==> src/rtl/mips_pkg.sv <==
// Shared fetch-stage definitions: FSM encoding, reset PC and the NOP word.
package mips_pkg;

  typedef enum logic [1:0] {
    FETCH = 2'd0,
    HOLD  = 2'd1,
    DRAIN = 2'd2
  } if_state_e;

  localparam logic [31:0] RESET_PC  = 32'h0;
  localparam logic [31:0] NOP_INSTR = 32'h0;

  // Redirect targets are word addresses; low two bits are always cleared.
  function automatic logic [31:0] align4(input logic [31:0] a);
    return a & ~32'h3;
  endfunction

endpackage

==> src/rtl/if_id_reg.sv <==
// IF/ID pipeline register: bubble beats load, otherwise hold.
import mips_pkg::*;

module if_id_reg (
  input  logic        clk,
  input  logic        rst_n,
  input  logic        load,
  input  logic        bubble,
  input  logic [31:0] instr_in,
  input  logic [31:0] pc4_in,
  output logic [31:0] instr,
  output logic [31:0] pc4,
  output logic        valid
);

  // Register update: reset / bubble to NOP / load new word / hold.
  always_ff @(posedge clk) begin
    if (!rst_n || bubble) begin
      instr <= NOP_INSTR;
      pc4   <= 32'h0;
      valid <= 1'b0;
    end else if (load) begin
      instr <= instr_in;
      pc4   <= pc4_in;
      valid <= 1'b1;
    end
  end

endmodule

==> src/rtl/if_stage.sv <==
// Instruction fetch stage: PC, fetch FSM (FETCH/HOLD/DRAIN) and IF/ID register.
import mips_pkg::*;

module if_stage (
  input  logic        clk,
  input  logic        rst_n,
  input  logic        Stall,
  input  logic        BranchTaken,
  input  logic [31:0] BranchAddr,
  input  logic        JR,
  input  logic [31:0] JRAddr,
  input  logic        J,
  output logic        imem_req,
  output logic [31:0] imem_addr,
  input  logic        imem_ack,
  input  logic [31:0] imem_rdata,
  output logic [31:0] Instruction_id,
  output logic [31:0] PC_plus4_id,
  output logic        valid_id
);

  if_state_e   state, state_nxt;
  logic [31:0] pc, pc_nxt;
  logic [31:0] skid, skid_nxt;
  logic [31:0] drain_addr, drain_nxt;
  logic [31:0] pc_plus4, target, ld_instr;
  logic        redirect, ack, ld, bub;

  assign pc_plus4 = pc + 32'd4;
  assign redirect = BranchTaken | JR | J;

  // Request is gated by rst_n so acks during reset are never consumed.
  assign imem_req  = rst_n && (state != HOLD);
  assign imem_addr = (state == DRAIN) ? drain_addr : pc;
  assign ack       = imem_req & imem_ack;

  // Redirect target: branch beats register jump beats J.
  always_comb begin
    target = 32'h0;
    if (BranchTaken)  target = align4(BranchAddr);
    else if (JR)      target = align4(JRAddr);
    else if (J)       target = {PC_plus4_id[31:28], Instruction_id[25:0], 2'b00};
  end

  // Next-state and IF/ID controls. Redirect overrides Stall everywhere;
  // an idle unstalled cycle feeds a bubble so decode never re-executes a word.
  always_comb begin
    state_nxt = state;
    pc_nxt    = pc;
    skid_nxt  = skid;
    drain_nxt = drain_addr;
    ld        = 1'b0;
    bub       = 1'b0;
    ld_instr  = imem_rdata;
    case (state)
      FETCH: begin
        if (redirect) begin
          pc_nxt = target;
          bub    = 1'b1;
          if (!ack) begin
            drain_nxt = pc;
            state_nxt = DRAIN;
          end
        end else if (ack) begin
          if (Stall) begin
            skid_nxt  = imem_rdata;
            state_nxt = HOLD;
          end else begin
            ld     = 1'b1;
            pc_nxt = pc_plus4;
          end
        end else if (!Stall) begin
          bub = 1'b1;
        end
      end
      HOLD: begin
        if (redirect) begin
          pc_nxt    = target;
          bub       = 1'b1;
          state_nxt = FETCH;
        end else if (!Stall) begin
          ld        = 1'b1;
          ld_instr  = skid;
          pc_nxt    = pc_plus4;
          state_nxt = FETCH;
        end
      end
      DRAIN: begin
        if (redirect) begin
          pc_nxt = target;
          bub    = 1'b1;
        end else if (!Stall) begin
          bub = 1'b1;
        end
        if (ack) state_nxt = FETCH;
      end
      default: state_nxt = FETCH;
    endcase
  end

  // State, PC, skid buffer and drain address registers.
  always_ff @(posedge clk) begin
    if (!rst_n) begin
      state      <= FETCH;
      pc         <= RESET_PC;
      skid       <= 32'h0;
      drain_addr <= 32'h0;
    end else begin
      state      <= state_nxt;
      pc         <= pc_nxt;
      skid       <= skid_nxt;
      drain_addr <= drain_nxt;
    end
  end

  if_id_reg u_if_id (
    .clk      (clk),
    .rst_n    (rst_n),
    .load     (ld),
    .bubble   (bub),
    .instr_in (ld_instr),
    .pc4_in   (pc_plus4),
    .instr    (Instruction_id),
    .pc4      (PC_plus4_id),
    .valid    (valid_id)
  );

endmodule

==> config.mk <==
export PLATFORM = sky130hd
export DESIGN_NAME = if_stage
export DESIGN_NICKNAME = d
export VERILOG_FILES = /design/src/rtl/mips_pkg.sv /design/src/rtl/if_id_reg.sv /design/src/rtl/if_stage.sv
export SDC_FILE = /design/constraint.sdc
export NUM_CORES = 1
export LEC_CHECK = 0
export BUFFER_PORTS_ARGS = -buffer_cell sky130_fd_sc_hd__buf_4
export CORE_MARGIN = 1
export CORE_UTILIZATION = 54
export DETAILED_ROUTE_END_ITERATION = 6
export PLACE_DENSITY = 0.8
export SETUP_SLACK_MARGIN = 0.5
export SLEW_MARGIN = 0
export SYNTH_ARGS = -nofsm -noshare
export SYNTH_HDL_FRONTEND = slang
export SYNTH_SLANG_ARGS = --single-unit
==> constraint.sdc <==
create_clock -name clk -period 2.4 [get_ports clk]
set_input_delay 0.24 -clock clk [delete_from_list [all_inputs] [get_ports clk]]
set_output_delay 0.24 -clock clk [all_outputs]
set_load 0.02 [all_outputs]
; Word level (Yosys, flattened, before mapping)
; Index checks and enable logic that the tools add are counted.
[totals]
input_bits = 103
reg_bits = 163
out_inout_bits = 98
elab_cells = 62
[classes]
addsub = 1
n_reduce_logical = 9
n_mux = 31
n_eq_ne = 9
n_bitwise = 5
[ops]
columns = operator, count
row1 = 32-bit two-way mux, 12
row2 = 32-bit case mux with 3 select lines, 1
row3 = 32-bit by 3-bit adder with 32-bit output (second input constant), 1
row4 = 2-bit two-way mux, 7
row5 = 3-bit inequality test (second input constant), 4
row6 = 3-bit AND reduction, 3
row7 = 1-bit two-way mux, 8
row8 = 2-bit case mux with 3 select lines, 1
row9 = 5-bit AND reduction, 1
row10 = 2-bit inequality test (second input constant), 2
row11 = 1-bit case mux with 3 select lines, 1
row12 = 3-bit nonzero test, 1
row13 = 2-bit by 1-bit == test with 1-bit output (second input constant), 1
row14 = 2-bit == test (second input constant), 1
row15 = 2-bit zero test, 1
row16 = 2-bit by 1-bit inequality test with 1-bit output (second input constant), 1
row17 = 1-bit inverter, 2
row18 = 1-bit bitwise OR, 2
row19 = 1-bit case mux with 2 select lines, 1
row20 = 1-bit AND, 1
row21 = 1-bit logical AND, 1
row22 = 1-bit zero test, 1
row23 = 1-bit logical OR, 1

; Logic depth before layout (Yosys ltp)
; Gate-level depths: netlist of run 1.
[depth]
word_depth = 7
mapped_depth = 8
ltp_nobuf = 6

; Modules after synthesis
; A second synthesis of run 1 with hierarchy kept.
[hier_totals]
cells_unflattened = 970
hier_area_um2 = 8117.8
[by_module_without_submodules]
columns = module, instances, area_each_um2, cells_each, seq_area_each_um2
row1 = if_stage, 1, 5793.1, 760, 1881.8
row2 = if_id_reg, 1, 2324.7, 210, 1301.2

; Worst setup path before layout of run 1
; OpenSTA, ideal clock, no wires.
[synth_timing]
path_type = register to register
start = register pc[2]
end = register pc[30]
stages_incl_launch_ff = 7
slack_ps = 448
t_arrival_ps = 1878
cell_sequence = dfxtp_1 > ha_1 > nand4_1 > nor4_4 > nand4_2 > o31a_1 > o22ai_1
[synth_between]
elab_chain_len = 5
elab_cells_between_ends = 6
[synth_rtl]
columns = item, line_no
row1 = "start, declared", if_stage.sv:23  ; logic [31:0] pc, pc_nxt;
row2 = "start signal, assigned", if_stage.sv:110  ; pc <= pc_nxt;
row3 = 32-bit by 3-bit adder with 32-bit output (*), if_stage.sv:29  ; assign pc_plus4 = pc + 32'd4;
row4 = 32-bit two-way mux (*), "if_stage.sv:65, if_stage.sv:81"
row5 = 32-bit two-way mux, if_stage.sv:64  ; end else if (ack) begin
row6 = 32-bit two-way mux, if_stage.sv:57  ; if (redirect) begin
row7 = 32-bit case mux with 3 select lines (*), if_stage.sv:55  ; case (state)
; Every way passes the cells marked *; elsewhere a longest branch is shown, timed or not. The select of a mux whose other input is x is not followed.
; A chain may end at the register's enable or synchronous reset.

; Worst setup path after layout of run 1
[layout_timing]
start = register state[1]
end = output imem_addr[28]
[layout_between]
elab_chain_len = 2
[layout_rtl]
columns = item, line_no
row1 = "start, declared", if_stage.sv:22  ; if_state_e state, state_nxt;
row2 = "start signal, assigned", if_stage.sv:109  ; state <= state_nxt;
row3 = 2-bit == test, if_stage.sv:34  ; assign imem_addr = (state == DRAIN) ? drain_addr : pc;
row4 = 32-bit two-way mux, if_stage.sv:34
row5 = "end, declared", if_stage.sv:14  ; output logic [31:0] imem_addr,
; Every way passes these cells.

==> results of run 1 <==
[critical path, stage by stage (launching register included)]
cell     delay, ps
dfxtp_4        360
nor2b_4        200
buf_6          130
buf_4          130
mux2_2         340
buf_4          160
[flip-flops by register name, summed over array words and instances (netlist names)]
name / count
u_if_id.valid: 1
u_if_id.instr: 32
u_if_id.pc4: 30
pc: 30
skid: 32
drain_addr: 30
state: 2
[through the flow]
step	total power, mW	util	std cells
finish	6.39	0.756	1386
global route	6.57	0.756	1386
CTS	6.28	0.719	1370
detailed placement	3.59	0.662	1323
global placement	3.58	0.662	1323
floorplan	3.24	-	1012
[how the worst min path moves through the flow]
stage	from	end	slack, ps	cells after the start
floorplan	imem_ack	state[1]	320	1
global placement	drain_addr[8]	drain_addr[8]	440	2
detailed placement	drain_addr[23]	drain_addr[23]	440	2
CTS	imem_ack	state[1]	20	2
global route	imem_ack	state[1]	30	2
finish	imem_ack	state[1]	30	2
[power groups by stage]
stage	registers [mW]	logic [mW]	clock network, mW
2_1_floorplan	2.77	0.479	0
3_3_place_gp	2.81	0.770	0
3_5_place_dp	2.81	0.783	0
4_1_cts	2.75	0.829	2.70
5_1_grt	2.77	0.980	2.82
6_report	2.76	0.923	2.71
[routing by layer]
layer / global-route usage / vias up / routed length (um)
met5: 0 / - / 0
met4: 0.178 / 0 / 1570
met3: 0.0932 / 101 / 2580
met2: 0.544 / 473 / 12900
met1: 0.410 / 3969 / 10700
li1: - / 3895 / -
[area by class of cell]
class / instances / area (sq um)
Multi-Input combinational cell: 749 / 4640
Fill cell: 1026 / 3530
Sequential cell: 157 / 3180
Timing Repair Buffer: 259 / 2300
Clock buffer: 23 / 509
Tap cell: 184 / 230
Clock inverter: 9 / 81.3
Inverter: 5 / 18.8
[repair_timing]
item	in CTS	in global routing
gates cloned	2	5
setup buffers	13	11
gates resized for setup	23	89
endpoints found under the setup margin	89	166
pin swaps	2	20
[placed cells by master, fill, tap and decap left out, drive strengths merged, types with 14 or more instances in the layout]
master / netlist / layout
clkbuf: 60 / 27
nand3b: 18 / 18
xor2: 20 / 20
mux2i: 32 / 32
nand3: 18 / 18
a211oi: 60 / 60
a21oi: 136 / 136
dfxtp: 157 / 157
nor3: 14 / 14
nand2: 191 / 191
nor2: 81 / 81
mux2: 29 / 29
buf: 41 / 255
o21ai: 43 / 43
[logic make-up (layout without fill, tap and decap cells)]
family | Yosys count | count (layout) | share of synthesized area
and+or+nand+nor | 377 | 377 | 0.225
adders and majority gates | 1 | 1 | 0.00157
other | 1 | 4 | 0.000471
AOI/OAI and AO/OA | 278 | 278 | 0.208
xor gates and xnor gates | 28 | 28 | 0.0308
DFF | 157 | 157 | 0.395
buffers and inverters | 106 | 296 | 0.0586
muxes | 61 | 61 | 0.0813
==> reports/results.txt, run 1 <==
The run finished with clean final reports. The endpoint arrival time on the critical path is 1740 ps. The tree is rooted in a clkbuf_16. Number of setup violations in the final report: 0.

The sum of net half-perimeters after detailed placement is 16,800 um, and the count of input and output buffers is 192. The area growth from synthesis to layout is 37.5%. The number of different library cells used by synthesis comes to 54. The launching instance or port of the critical path was state[1]. Before CTS, the worst setup slack after placement is 335 ps.

After the first detailed-routing iteration, the DRC count stood at 1,121. The synthesized design contains 0 enable-type register cells. In this run, post-CTS hold repair placed 0 buffers. The biggest fanout along the worst timing path is 4, and the number of iterations in the first detailed-routing pass is 6. Setup repair after global routing could not meet its margin everywhere. Max-cap violations in this run came to 0.

The worst setup path is launched from a register. The tools report the count of final max-slew check failures as 0. The final period utilization is 0.826. Clock-pin slew was measured on the worst setup and hold paths at 60 ps.

In the final timing run, aggregate negative setup slack is 0 ps. The path depth of the worst reg2reg path was 5; the first-pass GRT wire length was 38,900 um. The placed instances occupy a cell area of 9590 sq um. Entering global routing, the biggest net connects 87 pins. In the synthesized netlist the dominant register cell turns out to be dfxtp_1.

For the number of buffers created by CTS, the log shows 17. The placeable core region is 14,500 sq um. The tools report the startpoint of the worst-slack reg-to-reg timing path as pc[11]. The tightest hold margin came out at 31.8 ps. The proportion of total power due to net switching works out to 0.265.

The detailed router placed 8,438 vias in this run. Yosys printed 0 warnings. The nature of the critical path endpoint is a primary output.

The die is 123 um tall. The worst path meets setup with 417 ps of slack. For the count of endpoints failing hold in the final timing report, the log shows 0. The number of H-tree levels is 4, and the number of clock sinks is 157. The number of antenna diodes in the final layout is 0. For the maximum clock frequency, the log shows 504 MHz. The type of the worst setup path was reg -> out.

In this run the core area contains 44 standard-cell rows. The initial antenna violation count came out at 0. The smallest clock period supported by the final layout is computed as 1980 ps. The internal portion of the total power is 4.70 mW.

The sequential share of power was 0.432. nand2_1 is the most common cell in the netlist. Summed over all instances, the cell type with the most area after synthesis is dfxtp_1. The portion of the post-synthesis area used by sequential elements is 0.395. The path class of the lowest-slack min-delay path was in -> reg. TritonCTS built the clock tree. In this run, synthesis produced a sequential element count of 157. For this design the ratio of total power to cell area is 584 nW/um^2. The logs give 0.550 for the starting density of the core and 460 ps for the worst setup slack for register-to-register paths. In the routed layout, each cell is associated on average with a via count of 6.09. Summing all non-filler instances in the final layout gives an area of 10,900 sq um.

The static power due to leakage was 4.50 nW; the area share of the leading cell type in the synthesized netlist was 0.395. The tools report the part of the power in the clock network as 0.424. The synthesized netlist occupies a cell area of 7960 sq um.

Data on the critical path is required at its endpoint by 2160 ps. The proportion of synthesized flip-flops having asynchronous set or reset came out at 0. The insertion delay to the later sink of the worst-skew pair is 430 ps.

For the final database, setup skew stands at 7.37 ps. Worst reg2reg path endpoint: pc[18]. The all-layer global routing usage is 0.338. The mean instance size in the synthesized netlist came out at 7.89 sq um. The commonest cells after synthesis are nand2_1, dfxtp_1, a21oi_1. The end point of the critical path is imem_addr[28]. The cell count after synthesis came out at 1,009. The width of the chip came out at 123 um. The remaining global-route overflow is 0, and the final-stage net count is 1,293. The number of buffers between clock root and the deepest sink was 2; the worst relative slew slack was 0.443. The share of post-route cells with drive strength above 1 came out at 0.308. The detail route stage leaves a number of antenna-violating nets equal to 0. The number of global-route vias before repair is 7,347, and the area of the die is 15,200 sq um. Detailed-route wire length per cell: 20.0 um.

The slew at the pin with the worst max-slew slack is 827 ps, and the number of remaining DRC errors is 0. The final RePlAce weighted congestion is 0.945. After synthesis, the cell types taking the most area are dfxtp_1, nand2_1, a21oi_1. The maximum resistive drop on vdd was 452 uV. The combinational cell fraction of total power was 0.144. The analysis attributes to net switching a power of 1.69 mW. The run gives 27,700 um as the total length of routed wires.

During I/O placement, the number of pins put on the boundary was 201.
Note: power is estimated with default switching activity, not from simulation.
==> run 2: changes to the inputs <==
==> constraint.sdc (replaced) <==
create_clock -name clk -period 1.9 [get_ports clk]
set_input_delay 0.19 -clock clk [delete_from_list [all_inputs] [get_ports clk]]
set_output_delay 0.19 -clock clk [all_outputs]
set_load 0.02 [all_outputs]
==> reports/results.txt, run 2 <==
The first error in the log reads "[ERROR GRT-0232] Routing congestion too high. Check the congestion heatmap in the GUI". The flow did not finish. The total of flip-flops plus latches after synthesis works out to 157 (unchanged). For the number of buffers between clock root and the deepest sink, the log shows 2 (unchanged). The remaining global-route overflow came out at 65.

Area share of the leading cell type in the synthesized netlist: 0.395 (unchanged). The mean instance size in the synthesized netlist is 7.89 sq um (unchanged), and the proportion of synthesized flip-flops having asynchronous set or reset is 0 (unchanged). The root buffer cell chosen for the clock tree is clkbuf_16.

The total cell area at the placement stage is 10000 sq um (+4.3%). The tools report the total of warnings raised by yosys as 0 (unchanged). For the number of clock sinks, the log shows 157 (unchanged). The tools report the final RePlAce weighted congestion as 0.886 (-6.2%). Counting instances in the post-synthesis netlist gives the leading cell types as nand2_1, dfxtp_1, a21oi_1.

For the number of buffers created by CTS, the log shows 17 (unchanged). Number of placed instances with taps included: 1,354 (+2.3%). The y dimension of the die is 123 um (unchanged). Sum of net half-perimeters after detailed placement: 18,000 um (+6.9%). For the starting density of the core, the log shows 0.550 (unchanged).

The portion of the post-synthesis area used by sequential elements is 0.395 (unchanged). Entering global routing, the biggest net connects 61 pins. For the all-layer global routing usage, the log shows 0.804.

The number of enable flip-flop cells after synthesis was 0 (unchanged); the synthesized instance count was 1,009 (unchanged). The number of cell rows is 44 (unchanged). By area the synthesized netlist is led by dfxtp_1, nand2_1, a21oi_1. The top flip-flop cell by instance count after synthesis is dfxtp_1. The run ended at 5_1_grt. After the last repair the worst path ends at a sequential cell input.

For the number of primary I/O pins, the log shows 201 (unchanged). The tools report the distinct cell type count after synthesis as 54 (unchanged). The library cell occupying the most area in the post-synthesis netlist was dfxtp_1. The tools report the number of H-tree levels as 4 (unchanged).

The width of the chip works out to 123 um (unchanged). The cell area after synthesis was 7960 sq um (unchanged). The worst endpoint left by the global-route repair_timing run is pc[30]$_SDFFE_PN0P_/D. Yosys instantiated no cell more often than nand2_1.

The count of input and output buffers works out to 192 (unchanged).
[run 2: cell counts after synthesis]
Identical to the previous run, type by type.
[run 2: repair_timing]
action	in CTS
buffers inserted	52
cloned	25
setup endpoints to repair	158
hold endpoints to repair	1
hold buffers	1
pin swaps	86
resized for setup	227
[run 2: layer usage]
layer	track usage	overflow
met1	0.805	0
met3	0.673	1
met4	0.817	22
met5	0.354	0
met2	0.940	42
[run 2: cell families after synthesis]
family          count (synthesis)  synth area share
fa+ha+maj                       1           0.00157
buf+inv                       106            0.0586
simple gates                  377             0.225
other cells                     1          0.000471
mux                            61            0.0813
xor+xnor                       28            0.0308
flops                         157             0.395
compound gates                278             0.208
[run 2: through the flow]
step	utilization	setup WS [ps]
after CTS	0.865	-21.8
after detailed placement	0.691	-11.0
after global placement	0.691	31.1
after floorplan	-	2.34
==> run 3: changes to the inputs <==
--- a/config.mk
+++ b/config.mk
@@ -7,10 +7,9 @@
 export LEC_CHECK = 0
 export BUFFER_PORTS_ARGS = -buffer_cell sky130_fd_sc_hd__buf_4
 export CORE_MARGIN = 1
-export CORE_UTILIZATION = 54
+export CORE_UTILIZATION = 40
 export DETAILED_ROUTE_END_ITERATION = 6
-export PLACE_DENSITY = 0.8
-export SETUP_SLACK_MARGIN = 0.5
+export PLACE_DENSITY_LB_ADDON = 0.15
 export SLEW_MARGIN = 0
 export SYNTH_ARGS = -nofsm -noshare
 export SYNTH_HDL_FRONTEND = slang
==> reports/results.txt, run 3 (synthesis results as in run 1) <==
Fill cells in the final layout number 1,864. The run finished with clean final reports. The internal power of the cells totals 6.02 mW.

The number of cell rows is 51 (+16%), and the peak per-stage delay on the critical path is 350 ps. Clock slew at the register clock pins of the worst setup and hold paths: 60 ps. The sequential share of power is 0.424, and the width of the chip is 143 um (+16%). The all-layer global routing usage is 0.246.

For the maximum number of pins on one net before global-route repair, the log shows 45. Between clock sinks in the finished design, the worst skew comes to 8.27 ps. The later pin in the worst-skew pair is clocked with a latency of 430 ps.

The type of the worst setup path is reg -> out. The tools report the switching component of the power as 2.09 mW. The leading cell type in the layout, fill and taps excluded is buf_4. For the worst setup path, the data arrival time is 1680 ps.

For the data required time of the worst path, the log shows 1710 ps. TritonCTS built the clock tree. Setup repair after global routing could not meet its margin everywhere. The number of global-route vias before repair was 7,202; the combinational cell fraction of total power was 0.145. The run gives 0.380 as the met2 layer usage reported by global route. The min-delay analysis places its worst path in the category in -> reg. The post-route core utilization is 0.562.

The count of final max-slew check failures was 0. CTS placed an instance of clkbuf_16 at the clock tree root. The tightest hold path in the finished design has a slack of 7.66 ps. The run gives 17,200 um (-4.6%) as the sum of net half-perimeters after detailed placement. Using the TritonRoute via totals, the vias-per-cell ratio works out to 5.26. The logs give 0.327 for the fraction of met1 tracks used by global routing and 534 for the detailed router's first-iteration violation count. The worst hold path begins at imem_rdata[20]. The largest registers in the layout are skid x32, u_if_id.instr x32.

After detailed routing, the average wire length per cell comes to 16.7 um. Power spread over the standard cell area amounts to 741 nW/um^2. The number of setup violations in the final report is 0. The most heavily used metal layer in global routing was met2. The shortest clock period the worst path allows after layout works out to 1870 ps.

The part of the power in the clock network was 0.431. The number of buffers created by CTS is 17 (unchanged). For the worst setup slack after placement, the log shows 10.8 ps (+21.9 ps). The run gives 0.0677 as the global-route met3 utilization.

From synthesis to final layout, the design area changed by 37.4%. For the total length of routed wires, the log shows 24,800 um. The run gives 4 (unchanged) as the number of H-tree levels. For this block, the via count after detailed routing is 7,786. Final period utilization: 0.984.

STA classifies the critical path endpoint as a primary output. The y dimension of the die is 143 um (+16%). Summed over all layers, the global routing overflow is 0. The number of iterations in the first detailed-routing pass was 5.

Tracing the worst setup path back leads to its startpoint at state[1]. The starting density of the core was 0.409 (-0.141); the number of primary I/O pins was 201 (unchanged). The final RePlAce weighted congestion came out at 0.854 (-3.6%). The floorplan step defined a core boundary enclosing 19,500 sq um. For the count of endpoints failing hold in the final timing report, the log shows 0. The final sum of negative setup slack was 0 ps; the share of post-route cells with drive strength above 1 was 0.286. After layout, the worst setup slack is 30.6 ps. The count of input and output buffers was 192 (unchanged); the proportion of total power due to net switching was 0.257.

The logs give 0 for the initial antenna violation count and 674 uV for the maximum resistive drop on vdd. STA classifies the critical path startpoint as a register. For this run, the post-layout net count is 1,307. Kind of cell adding the most delay to the critical path: flip-flops. The run gives 38,700 um as the first-pass GRT wire length. For the number of nets with antenna violations after detailed routing, the log shows 0.

On the critical path, the stage with the largest delay is an instance of dfxtp_4. The total power of the final layout is 8.11 mW. The logs give 0 for the antenna diode count and 4.46 nW for the static power due to leakage.

Leaving out fill and tap cells, the most frequent cells in the layout are buf_4, nand2_1, dfxtp_1. The run gives 157 (unchanged) as the number of clock sinks. The die covers 20,500 sq um. The count of buffering cells on the critical path with inverters included is 2. The signal on the critical path passes through nor2b_4 -> buf_6 -> mux2_2 -> buf_4. Biggest fanout along the worst timing path: 8. The startpoint identified for the worst register-to-register timing path is pc[13]. The logs give 70 ps for the worst setup slack for register-to-register paths and 0 for the number of remaining DRC errors. Based on the critical path, the design can be clocked at up to 535 MHz. The number of buffers between clock root and the deepest sink is 2 (unchanged). Max-cap check violation count: 0.
run 3: repair_timing:
item	CTS	global route
pin swaps	1	0
cloned	1	0
gates resized for setup	15	25
hold endpoints to repair	8	0
endpoints found under the setup margin	31	37
hold buffers	8	0
setup buffers	3	0
run 3: power groups by stage:
stage	clock (mW)	combinational [mW]	sequential [mW]
4_1_cts	3.54	1.15	3.44
3_3_place_gp	0	1.09	3.51
3_5_place_dp	0	1.10	3.51
5_1_grt	3.67	1.27	3.45
2_1_floorplan	0	0.605	3.49
6_report	3.49	1.17	3.44
run 3: layer usage:
layer  vias to the layer above  part of all wire
met5                         -                 0
met4                         0             0.019
met3                        39             0.070
met2                       211              0.45
li1                       3923                 -
met1                      3613              0.46
run 3: worst reg2reg max path, stage by stage (launching register included):
cell and delay, ps:
dfxtp_1 450, nand4_4 170, nor4_4 370, buf_12 170, nand4_2 140, o31a_1 320, o22ai_1 150
run 3: layout make-up:
cell class              instances  area (sq um)  share of cell area
multi-input cells             749          4470               0.409
repair buffers                273          2370               0.216
clock inverters                11           143              0.0130
well taps                     265           332              0.0303
flip-flops and latches        157          3160               0.289
clock buffers                  20           447              0.0408
inverters                       5          18.8             0.00172
run 3: metrics by stage:
stage	instances	cell area, sq um
after floorplan	1012	7990
after global placement	1438	10100
after detailed placement	1438	10100
after CTS	1481	10900
after global routing	1480	10900
final	1480	10900
run 3: path summary, 6_finish.rpt:
kind / to / depth (start not counted)
max: imem_addr[27] / 4
min: skid[20] / 3
min reg2reg: skid[24] / 2
max reg2reg: pc[30] / 6
==> run 4: changes to the inputs <==
--- a/config.mk
+++ b/config.mk
@@ -6,6 +6,7 @@
 export NUM_CORES = 1
 export LEC_CHECK = 0
 export BUFFER_PORTS_ARGS = -buffer_cell sky130_fd_sc_hd__buf_4
+export CORE_ASPECT_RATIO = 0.8
 export CORE_MARGIN = 1
 export CORE_UTILIZATION = 40
 export DETAILED_ROUTE_END_ITERATION = 6
==> reports/results.txt, run 4 (synthesis results as in run 1) <==
The run finished, with violations left. The final reports fail on setup timing. The maximum resistive drop on vdd is 506 uV (-25%), and the synthesis-to-finish area growth is 41.0%. The largest registers in the layout are skid x32, u_if_id.instr x32. Maximum number of pins on one net before global-route repair: 65 (+44%). The run gives 8,046 (+3.3%) as the total via count in the routed design. The element type at the critical path start was a register. The tools report the number of buffers between clock root and the deepest sink as 2 (unchanged). Filler cell count: 1,778 (-4.6%).

The type of the worst setup path was reg -> out. The shortest clock period the worst path allows after layout is 1940 ps (+73.9 ps), and the placeable core region is 19,300 sq um (-1.1%). The number of nets with antenna violations after detailed routing is 0 (unchanged), and the data required time of the worst path is 1710 ps (about the same). Nature of the critical path endpoint: a primary output. The slew at the pin with the worst max-slew slack was 573 ps; the remaining global-route overflow was 0 (unchanged). Count of final max-slew check failures: 0 (unchanged). The worst relative slew slack was 0.614.

The worst setup slack after placement was -1.83 ps (-12.6 ps). The number of setup violations in the final report was 9 (+9). The detailed router's first-iteration violation count was 620 (+16%). The total power density per cell area is 728 nW/um^2 (-1.8%).

Total length of routed wires: 26,500 um (+7.1%). The number of iterations in the first detailed-routing pass was 5 (unchanged). TritonCTS built the clock tree.

The path class of the tightest hold or removal check is in -> reg. For the maximum clock frequency, the log shows 515 MHz (-3.8%). Setup repair after global routing could not meet its margin everywhere.

The number of H-tree levels was 4 (unchanged). The final period utilization was 1.02 (+0.0389). The count of endpoints failing hold in the final timing report was 0 (unchanged). The max-cap check violation count is 0 (unchanged), and the insertion delay to the later sink of the worst-skew pair is 430 ps (about the same).

The count of input and output buffers came out at 192 (unchanged). The run gives 201 (unchanged) as the number of primary I/O pins. The run gives 11,200 sq um (+2.6%) as the area of all placed cells without fillers.

In the layout the commonest cells are buf_4, nand2_1, dfxtp_1. The area of the die was 20,500 sq um (about the same). The logs give 0.413 (+0.00439) for the starting density of the core and 1,330 (+1.8%) for the final-stage net count. Clock tree synthesis selected as its root buffer the cell clkbuf_16.

The detailed-route wire length per cell came out at 17.7 um (+5.9%). Post-route core utilization: 0.583 (+0.0209). The library cell used most frequently in the layout, excluding fill and tap cells, is buf_4.

Static power due to leakage: 4.62 nW (+3.4%). The number of buffers created by CTS came out at 17 (unchanged). The y dimension of the die is 128 um (-10%). In this run the critical register-to-register path is launched from pc[3]. The all-layer global routing usage was 0.260 (+0.0137); the first-pass GRT wire length was 41,500 um (+7.4%). The vias per cell came out at 5.37 (+2.2%).

The tightest hold margin was 14.2 ps (+6.59 ps). The total cell area at the placement stage was 10,100 sq um (-0.33%); the number of cell rows was 45 (-12%). The share of post-route cells with drive strength above 1 is 0.299 (+0.0130), and the initial antenna violation count is 0 (unchanged).

The tools report the final setup skew as 9.17 ps (+0.894 ps). The run gives 0.876 (+2.6%) as the final RePlAce weighted congestion. The antenna diode count is 0 (unchanged), and the setup slack of the critical path after layout is -43.3 ps (-73.9 ps). The clock slew at the register clock pins of the worst setup and hold paths is 70 ps (about the same), and the endpoint arrival time on the critical path is 1750 ps (+70 ps).

The tools report the number of remaining DRC errors as 0 (unchanged). The biggest fanout along the worst timing path was 5 (-3). The startpoint identified for the worst hold timing path is imem_rdata[10]. The run gives 157 (unchanged) as the number of clock sinks. The launching instance or port of the critical path was state[1]. The sum of net half-perimeters after detailed placement is 18,200 um (+6.1%), and the number of global-route vias before repair is 7,430 (+3.2%). The width of the chip was 160 um (+12%).
[run 4: cell types whose count changed in the layout (fill, tap and decap cells not counted), sizes merged]
cell,before,now
clkbuf,20,18
dlygate4sd3,8,17
bufinv,3,1
inv,6,15
buf,265,278
clkinvlp,3,0
[run 4: final cells by class]
class / instances / area, sq um / share of cell area
well taps: 258 / 323 / 0.0288
flip-flops and latches: 157 / 3160 / 0.282
multi-input cells: 749 / 4530 / 0.404
clock buffers: 17 / 425 / 0.0379
inverters: 5 / 18.8 / 0.00167
clock inverters: 15 / 170 / 0.0152
repair buffers: 296 / 2590 / 0.231
[run 4: power breakdown]
| group | internal (mW) | switching (mW) |
|---|---|---|
| sequential | 3.37 | 0.0665 |
| combinational | 0.604 | 0.650 |
| clock | 1.88 | 1.60 |
[run 4: final timing paths]
kind	endpoint	slack [ps]	cells after the start
setup / recovery	imem_addr[22]	-40	6
hold / removal	skid[10]	10	3
setup reg to reg	pc[30]	90	8
hold reg to reg	skid[6]	450	2
[run 4: per-stage QoR]
stage               power [mW]  std cells  setup TNS, ps
floorplan                 4.10       1012         -0.912
global placement          4.61       1436              0
detailed placement        4.62       1436          -1.83
CTS                       8.20       1492           -429
global route              8.49       1497           -778
finish                    8.17       1497           -343
[run 4: what timing repair did]
action / in CTS / in global routing
gates resized for setup: 50 / 14
buffers inserted: 6 / 4
endpoints found under the hold margin: 17 / 0
pin swaps: 0 / 6
setup endpoints to repair: 32 / 120
hold buffers: 17 / 0
cloned: 2 / 1
[run 4: worst max-delay path, stage by stage (launching register included)]
cell and delay (ps):
dfxtp_4 350, nor2b_4 150, buf_12 140, buf_12 120
buf_16 120, mux2_4 300, buf_6 130
[run 4: layer usage]
layer / part of all wire / track usage / vias up
li1: - / - / 3974
met3: 0.070 / 0.0482 / 21
met5: 0 / 0 / -
met4: 0.015 / 0.0696 / 0
met1: 0.47 / 0.363 / 3749
met2: 0.45 / 0.410 / 302
